[src/rtl/writeback_ctrl_if.sv]
// Register-file write-port bundle: ALU result, load issue/response,
// and the merged write port with hazard/status flags.
interface writeback_ctrl_if #(
  parameter int W = 8,
  parameter int D = 4
);
  logic           AluValid;
  logic [D-1:0]   AluWaddr;
  logic [W-1:0]   AluData;
  logic           LdIssue;
  logic [D-1:0]   LdWaddr;
  logic           MemRdValid;
  logic [W-1:0]   MemRdData;
  logic           WriteEn;
  logic [D-1:0]   Waddr;
  logic [W-1:0]   DataIn;
  logic [2**D-1:0] Pending;
  logic           LdFull;
  logic           Overflow;

  modport master (
    output AluValid, AluWaddr, AluData,
    output LdIssue, LdWaddr,
    output MemRdValid, MemRdData,
    input  WriteEn, Waddr, DataIn,
    input  Pending, LdFull, Overflow
  );

  modport slave (
    input  AluValid, AluWaddr, AluData,
    input  LdIssue, LdWaddr,
    input  MemRdValid, MemRdData,
    output WriteEn, Waddr, DataIn,
    output Pending, LdFull, Overflow
  );
endinterface

[src/rtl/writeback_ctrl.sv]
// Write-port driver: ALU results take priority, in-order load queue
// drains one write per cycle and publishes a per-register pending mask.
module writeback_ctrl #(
  parameter int W        = 8,
  parameter int D        = 4,
  parameter int LQ_DEPTH = 4
) (
  input  logic Clk,
  input  logic Reset,
  writeback_ctrl_if.slave bus
);
  localparam int P  = $clog2(LQ_DEPTH);
  localparam int CW = P + 1;
  localparam int NR = 2**D;

  logic [LQ_DEPTH-1:0] vld;
  logic [LQ_DEPTH-1:0] rdy;
  logic [D-1:0]        addr_q [LQ_DEPTH];
  logic [W-1:0]        data_q [LQ_DEPTH];
  logic [P-1:0]        head;
  logic [P-1:0]        tail;
  logic [P-1:0]        fill;
  logic [CW-1:0]       count;
  logic                ovf;

  logic          full;
  logic          issue_acc;
  logic          fill_ok;
  logic          head_rdy;
  logic          sel_rst;
  logic          sel_alu;
  logic          sel_ld;
  logic [NR-1:0] pend;

  assign full      = (count == CW'(LQ_DEPTH));
  assign issue_acc = bus.LdIssue && !full;
  assign fill_ok   = vld[fill] && !rdy[fill];
  assign head_rdy  = vld[head] && rdy[head];

  // Mutually exclusive selects keep the write-port decoder unique.
  assign sel_rst = !Reset;
  assign sel_alu = Reset && bus.AluValid;
  assign sel_ld  = Reset && !bus.AluValid && head_rdy;

  always_ff @(posedge Clk or negedge Reset) begin
    if (!Reset) begin
      vld   <= '0;
      rdy   <= '0;
      head  <= '0;
      tail  <= '0;
      fill  <= '0;
      count <= '0;
      ovf   <= 1'b0;
    end else begin
      if (issue_acc) begin
        vld[tail] <= 1'b1;
        rdy[tail] <= 1'b0;
        tail      <= tail + P'(1);
      end
      if (bus.MemRdValid) begin
        if (fill_ok) begin
          rdy[fill] <= 1'b1;
          fill      <= fill + P'(1);
        end else begin
          ovf <= 1'b1;
        end
      end
      if (sel_ld) begin
        vld[head] <= 1'b0;
        rdy[head] <= 1'b0;
        head      <= head + P'(1);
      end
      count <= count + CW'(issue_acc) - CW'(sel_ld);
    end
  end

  // Payload needs no reset: it is only read behind valid/ready.
  always_ff @(posedge Clk) begin
    if (issue_acc)
      addr_q[tail] <= bus.LdWaddr;
    if (bus.MemRdValid && fill_ok)
      data_q[fill] <= bus.MemRdData;
  end

  always_comb begin
    pend = '0;
    for (int i = 0; i < LQ_DEPTH; i++)
      if (vld[i])
        pend[addr_q[i]] = 1'b1;
  end

  always_comb begin
    bus.WriteEn = 1'b0;
    bus.Waddr   = '0;
    bus.DataIn  = '0;
    unique case (1'b1)
      sel_rst: ;
      sel_alu: begin
        bus.WriteEn = 1'b1;
        bus.Waddr   = bus.AluWaddr;
        bus.DataIn  = bus.AluData;
      end
      sel_ld: begin
        bus.WriteEn = 1'b1;
        bus.Waddr   = addr_q[head];
        bus.DataIn  = data_q[head];
      end
      default: ;
    endcase
  end

  assign bus.Pending  = pend;
  assign bus.LdFull   = full;
  assign bus.Overflow = ovf;
endmodule

[src/flat_wrapper.sv]
// flat-port wrapper written by rule: the top's interface ports become plain ports
module writeback_ctrl_flat 
#(
  parameter int W        = 8,
  parameter int D        = 4,
  parameter int LQ_DEPTH = 4
)
  (Clk, Reset, bus_AluValid, bus_AluWaddr, bus_AluData, bus_LdIssue, bus_LdWaddr, bus_MemRdValid, bus_MemRdData, bus_WriteEn, bus_Waddr, bus_DataIn, bus_Pending, bus_LdFull, bus_Overflow);
  writeback_ctrl_if #(.W(W), .D(D)) bus_i ();
  input  logic Clk;
  input  logic Reset;
  input wire logic [$bits(bus_i.AluValid)-1:0] bus_AluValid;
  input wire logic [$bits(bus_i.AluWaddr)-1:0] bus_AluWaddr;
  input wire logic [$bits(bus_i.AluData)-1:0] bus_AluData;
  input wire logic [$bits(bus_i.LdIssue)-1:0] bus_LdIssue;
  input wire logic [$bits(bus_i.LdWaddr)-1:0] bus_LdWaddr;
  input wire logic [$bits(bus_i.MemRdValid)-1:0] bus_MemRdValid;
  input wire logic [$bits(bus_i.MemRdData)-1:0] bus_MemRdData;
  output wire logic [$bits(bus_i.WriteEn)-1:0] bus_WriteEn;
  output wire logic [$bits(bus_i.Waddr)-1:0] bus_Waddr;
  output wire logic [$bits(bus_i.DataIn)-1:0] bus_DataIn;
  output wire logic [$bits(bus_i.Pending)-1:0] bus_Pending;
  output wire logic [$bits(bus_i.LdFull)-1:0] bus_LdFull;
  output wire logic [$bits(bus_i.Overflow)-1:0] bus_Overflow;
  assign bus_i.AluValid = bus_AluValid;
  assign bus_i.AluWaddr = bus_AluWaddr;
  assign bus_i.AluData = bus_AluData;
  assign bus_i.LdIssue = bus_LdIssue;
  assign bus_i.LdWaddr = bus_LdWaddr;
  assign bus_i.MemRdValid = bus_MemRdValid;
  assign bus_i.MemRdData = bus_MemRdData;
  assign bus_WriteEn = bus_i.WriteEn;
  assign bus_Waddr = bus_i.Waddr;
  assign bus_DataIn = bus_i.DataIn;
  assign bus_Pending = bus_i.Pending;
  assign bus_LdFull = bus_i.LdFull;
  assign bus_Overflow = bus_i.Overflow;
  writeback_ctrl #(.W(W), .D(D), .LQ_DEPTH(LQ_DEPTH)) u_core (.Clk(Clk), .Reset(Reset), .bus(bus_i));
endmodule
[config.mk]
export PLATFORM = sky130hd
export DESIGN_NAME = writeback_ctrl_flat
export DESIGN_NICKNAME = d
export VERILOG_FILES = /design/src/rtl/writeback_ctrl_if.sv /design/src/rtl/writeback_ctrl.sv /design/src/flat_wrapper.sv
export SDC_FILE = /design/constraint.sdc
export NUM_CORES = 1
export LEC_CHECK = 0
export BUFFER_PORTS_ARGS = -buffer_cell sky130_fd_sc_hd__buf_2
export CORE_AREA = 2 2 87 89
export CTS_CLUSTER_SIZE = 20
export DETAILED_ROUTE_END_ITERATION = 8
export DIE_AREA = 0 0 89 91
export PLACE_DENSITY_LB_ADDON = 0.15
export SYNTH_ARGS = -nofsm -noshare
export SYNTH_HDL_FRONTEND = slang
export SYNTH_SLANG_ARGS = --single-unit
[constraint.sdc]
create_clock -name Clk -period 2.8 [get_ports Clk]
set_clock_uncertainty 0.15 [all_clocks]
set_input_delay 0.14 -clock Clk [delete_from_list [all_inputs] [get_ports Clk]]
set_output_delay 0.14 -clock Clk [all_outputs]
set_load 0.005 [all_outputs]
; ---- Yosys cells after proc, flatten, opt, wreduce, memory -nomap -nowiden
; Memory sizes are Yosys's and may differ from the RTL's.
; Cells that the tools add are included.
[word_totals]
n_memories = 2
input_bits = 29
regBits = 18
ramBits = 48
output_inout_bits = 31
[op_classes]
n_bitwise = 11
n_eq_ne = 1
add_sub_neg = 5
mux = 39
n_lt_le_gt_ge = 14
reduce_logical = 20
[mem_list]
columns = memory, words, word_bits, rd, rd_clocked_by_memory_dff, write_ports, line_no
row1 = u_core.data_q, 4, 8, 1, 0, 1, writeback_ctrl.sv:19  ; logic [W-1:0] data_q [LQ_DEPTH];
row2 = u_core.addr_q, 4, 4, 5, 0, 1, writeback_ctrl.sv:18  ; logic [D-1:0] addr_q [LQ_DEPTH];
[op_table]
columns = op, count
row1 = 16-bit two-way mux, 4
row2 = 16-bit bitwise OR, 3
row3 = 4-bit two-way mux, 6
row4 = 4-bit by 5-bit < comparator with 1-bit output (second input constant), 4
row5 = 1-bit demux with 4-bit select, 4
row6 = 4-bit by 1-bit greater-or-equal comparator with 1-bit output (second input constant), 4
row7 = 1-bit two-way mux, 16
row8 = 8-bit case mux with 2 select lines, 1
row9 = 1-bit logical AND, 14
row10 = 4-bit AND, 3
row11 = 2-bit by 3-bit < comparator with 1-bit output (second input constant), 3
row12 = 1-bit binary-select mux with 2-bit select, 4
row13 = 4-bit inverter, 2
row14 = 4-bit bitwise OR, 2
row15 = 4-bit case mux with 2 select lines, 1
row16 = 2-bit by 1-bit adder with 2-bit output (second input constant), 3
row17 = 1-bit demux with 2-bit select, 3
row18 = 2-bit by 1-bit greater-or-equal comparator with 1-bit output (second input constant), 3
row19 = 2-bit AND reduction, 2
row20 = 3-bit by 1-bit adder with 3-bit output, 1
row21 = 3-bit == test (second input constant), 1
row22 = 1-bit zero test, 3
row23 = 3-bit by 1-bit subtractor with 3-bit output, 1
row24 = 2-bit OR reduction, 1
row25 = 1-bit inverter, 1

; ---- Longest topological paths before layout
[logic_depth]
word_depth = 12
mapped_depth = 12
ltp_nobuf = 10

; ---- Worst setup path before layout
; No wires, ideal clock.
[synth_timing]
path_kind = register to register
from = register u_core.head[1]
to = register u_core.count[2]
stages_incl_launch_ff = 13
slack_ps = 73
path_buffers = 2
t_required_ps = 2526
t_arrival_ps = 2453
setup_ps = 124
path_cell_list = dfrtp_1 buf_2 nand3b_4 a2111oi_4 a41o_2 buf_4 ha_1 inv_1 ha_1 inv_1 fa_1 xnor2_1 xnor2_1
[synth_via]
elab_chain_cells = 5
elab_cells_between_ends = 7
cone_classes = add/sub (1) / mux (4) / reduce/logical (2)
[synth_lines]
columns = item, line_no
row1 = start: declaration, writeback_ctrl.sv:20  ; logic [P-1:0] head;
row2 = start signal: assignment, writeback_ctrl.sv:71  ; head <= head + P'(1);
row3 = 1-bit binary-select mux with 2-bit select, writeback_ctrl.sv:38  ; assign head_rdy = vld[head] && rdy[head];
row4 = 1-bit two-way mux (not written as such), writeback_ctrl.sv:38
row5 = 1-bit logical AND *, writeback_ctrl.sv:38
row6 = 1-bit logical AND *, writeback_ctrl.sv:43  ; assign sel_ld = Reset && !bus.AluValid && head_rdy;
row7 = 3-bit by 1-bit subtractor with 3-bit output *, writeback_ctrl.sv:73  ; count <= count + CW'(issue_acc) - CW'(sel_ld);
row8 = end signal: assignment, writeback_ctrl.sv:73
row9 = end: declaration, writeback_ctrl.sv:23  ; logic [CW-1:0] count;
; Mark *: on every way between the ends. The rest lies on a longest branch, timed or not. The select of a mux whose other input is x is not followed.
; A chain may end at the register's enable or synchronous reset.

; ---- Final worst setup path
; Ends and elaborated chain as after synthesis.

==> out/summary.txt <==
WL met3 - 473 um
DR WL/cell - 17.8 um
YS warnings - 0
Setup crit end - u_core.count[2]$_DFF_PN0_
count of flip-flops with a built-in enable after synthesis - 48
die height - 91 um
Least-Margin Pin Slew - 1.01 ns
largest area contributor in the netlist - edfxtp_1
reg2reg start - u_core.head[1]$_DFFE_PN0N_
full die area - 8100 um2
synthesized flop and latch total - 66
total setup buffers inserted after CTS - 0
initial antenna violation count - 0
grt ovf - 0
clock buffer count from CTS - 9
Worst Setup End Kind - flop
Top FF cell, synth - edfxtp_1
critical path data arrival time - 2.62 ns
PortBufs - 59
worst vdd ir - 482 uV
Met1 Wirelength - 3.45 mm
vias - 2607
switch share - 0.339
RSZ-0062 raised after global routing - false
DP HPWL - 5.69 mm
Area growth, synth to finish - 21.7%
R2R cell count - 10
synth top area cells - edfxtp_1, dfrtp_1, mux4_2, ha_1, a22o_1
initial core utilization - 0.497
root buf cell - clkbuf_8
Final Max Slew Viols - 0
FF/Latch Area - 1890 um2
Final #Nets - 387
Post-synth ARST share - 0.273
Die Wd - 89 um
routed wire length - 7.96 mm
max_slew headroom - 0.323
Synth Net Count - 308
Final min period - 2.55 ns
synthesized area - 3550 um2
gp weighted congestion - 0.924
Pwr Total - 3.88 mW
first-pass GRT wire length - 12.7 mm
vias in the first global route - 2570
Worst Setup Start Kind - flop
Mapped Avg Cell Area - 13.4 um2
Int Pwr - 2.56 mW
reg-to-reg slack, setup - 0.25 ns
CTS Sinks - 66
setup TNS - 0 ns
sequential area share after synthesis - 0.533
TritonCTS clock tree - built
power share of the clock group - 0.222
Static Leak - 1.74 nW
DRT Pass-1 Iters - 5
Worst Setup SP - u_core.head[1]$_DFFE_PN0N_
Worst-path clk slew - 0.07 ns
worst setup margin - 0.250 ns
Distinct cells, synth - 47
combinational share of power - 0.374
status - complete, no violations
Yosys top cell area share - 0.406
pre-CTS WS - 0.237 ns
crit share post-route - 0.911
area of the multi-input gates - 1550 um2
Fmax - 392 MHz
GRT Total Usage - 0.208
Skew-Pair Late Insertion Delay - 0.33 ns
fin util - 0.606
Seq pwr share - 0.404
share of post-route cells with drive strength above 1 - 0.313
Setup violations, final - 0
# DRC - 0
CTS max path bufs - 2
CTS H-Tree Depth - 3
largest net degree at the start of global routing - 24
r2r endpoint - u_core.count[2]$_DFF_PN0_
initial DRC count - 191
Max-Cap Viols - 0
core area - 7140 um2
Antenna Nets Post-Route - 0
Resize count post-CTS - 0
top sig layer - met4
vias per cell - 5.83
Crit Path Max Fanout - 6
met2 WL post-DR - 3.85 mm
WP data required - 2.87 ns
Cells after Synth - 264
Hold Fails Final Rpt - 0
Psw - 1.32 mW
row count - 31
pwr/cell area - 898 nW/um2
fillers - 614
Setup Crit Path Kind - reg2reg
I/O pin count - 60
HP Class - in2async
antenna cells - 0
synthesized netlist by cell type (2+ instances only):
| master | instances |
|---|---|
| a221o_1 | 8 |
| a32oi_1 | 2 |
| and3_4 | 4 |
| a22oi_1 | 4 |
| buf_4 | 2 |
| and2_1 | 5 |
| o221ai_1 | 4 |
| a2bb2oi_1 | 8 |
| ha_1 | 14 |
| o21bai_1 | 2 |
| a22o_1 | 12 |
| nor2b_1 | 9 |
| clkbuf_1 | 6 |
| edfxtp_1 | 48 |
| a21boi_0 | 4 |
| o22ai_1 | 4 |
| o32ai_1 | 5 |
| or2_2 | 5 |
| nand2_1 | 11 |
| nand2b_1 | 6 |
| nand3b_1 | 6 |
| dfrtp_1 | 18 |
| o21ai_0 | 2 |
| nor3b_1 | 3 |
| inv_1 | 13 |
| mux2_1 | 2 |
| nand3_1 | 6 |
| mux4_2 | 12 |
| buf_2 | 3 |
| o211ai_1 | 2 |
| and3_1 | 4 |
| xnor2_1 | 4 |
| or3b_2 | 2 |
| nor2_1 | 11 |
stage by stage:
| stage | area [um2] | instances | hold WS (ns) |
|---|---|---|---|
| global route | 4320 | 447 | 0.0573 |
| detailed placement | 3970 | 417 | -0.141 |
| CTS | 4320 | 447 | 0.0237 |
| global placement | 3970 | 417 | -0.144 |
| floorplan | 3550 | 264 | -0.306 |
| finish | 4320 | 447 | 0.0303 |
metal layers:
layer,vias up,track usage
li1,1197,-
met5,-,0
met3,18,0.0518
met2,111,0.330
met4,0,0.0784
met1,1281,0.274
cells in the final DEF (no fill, tap or decap), types with 7 or more instances in the layout:
cell type / count
edfxtp_1: 48
inv_1: 13
buf_4: 7
nand2_1: 11
nor2_1: 11
ha_1: 14
dfrtp_1: 18
a22o_1: 12
clkbuf_8: 9
dlygate4sd3_1: 14
buf_2: 59
a221o_1: 8
a2bb2oi_1: 8
mux4_2: 12
nor2b_1: 9
how the worst min path moves through the flow:
stage / startpoint / endpoint
finish: Reset / u_core.rdy[0]$_DFF_PN0_
global route: Reset / u_core.rdy[0]$_DFF_PN0_
CTS: Reset / u_core.rdy[0]$_DFF_PN0_
detailed placement: Reset / u_core.head[0]$_DFFE_PN0N_
global placement: Reset / u_core.head[0]$_DFFE_PN0N_
floorplan: Reset / u_core.bus.Overflow$_DFFE_PN0P_
final cells by class:
cell class                      instances  share of cell area
Clock buffer                            9              0.0287
Clock inverter                          7              0.0214
Inverter                               13              0.0113
Multi-Input combinational cell        173               0.359
Sequential cell                        66               0.438
Tap cell                               99              0.0287
Timing Repair Buffer                   80               0.113
cells by family after synthesis:
family | share of synthesized area
flip-flops | 0.533
AND/OR/NAND/NOR | 0.142
adder cells (fa/ha/maj) | 0.0550
XOR/XNOR | 0.00987
buffers and inverters | 0.0296
AO/OA/AOI/OAI | 0.148
multiplexers | 0.0825
power groups by stage:
| stage | combinational, mW | clock [mW] | sequential (mW) |
|---|---|---|---|
| floorplan | 1.09 | 0 | 1.47 |
| CTS | 1.46 | 0.880 | 1.56 |
| detailed placement | 1.44 | 0 | 1.58 |
| finish | 1.45 | 0.862 | 1.57 |
| global placement | 1.43 | 0 | 1.57 |
| global route | 1.61 | 0.918 | 1.60 |
flip-flops by register name (all words and copies together) (netlist names):
name and count:
u_core.data_q 32, u_core.bus.Overflow 1, u_core.tail 2, u_core.vld 4, u_core.fill 2, u_core.head 2
u_core.addr_q 16, u_core.count 3, u_core.rdy 4
critical path: stages, from the launching register on:
cell	delay, ns
dfrtp_1	0.46
nand3b_4	0.20
a2111oi_4	0.36
a41o_2	0.17
ha_1	0.23
inv_1	0.06
ha_1	0.13
inv_1	0.05
fa_1	0.38
xnor2_1	0.15
xnor2_1	0.12
repair_timing:
action / CTS / global route
endpoints found under the hold margin: 68 / 0
setup endpoints to repair: 0 / 0
hold buffers: 14 / 0
Note: power is estimated with default switching activity, not from simulation.
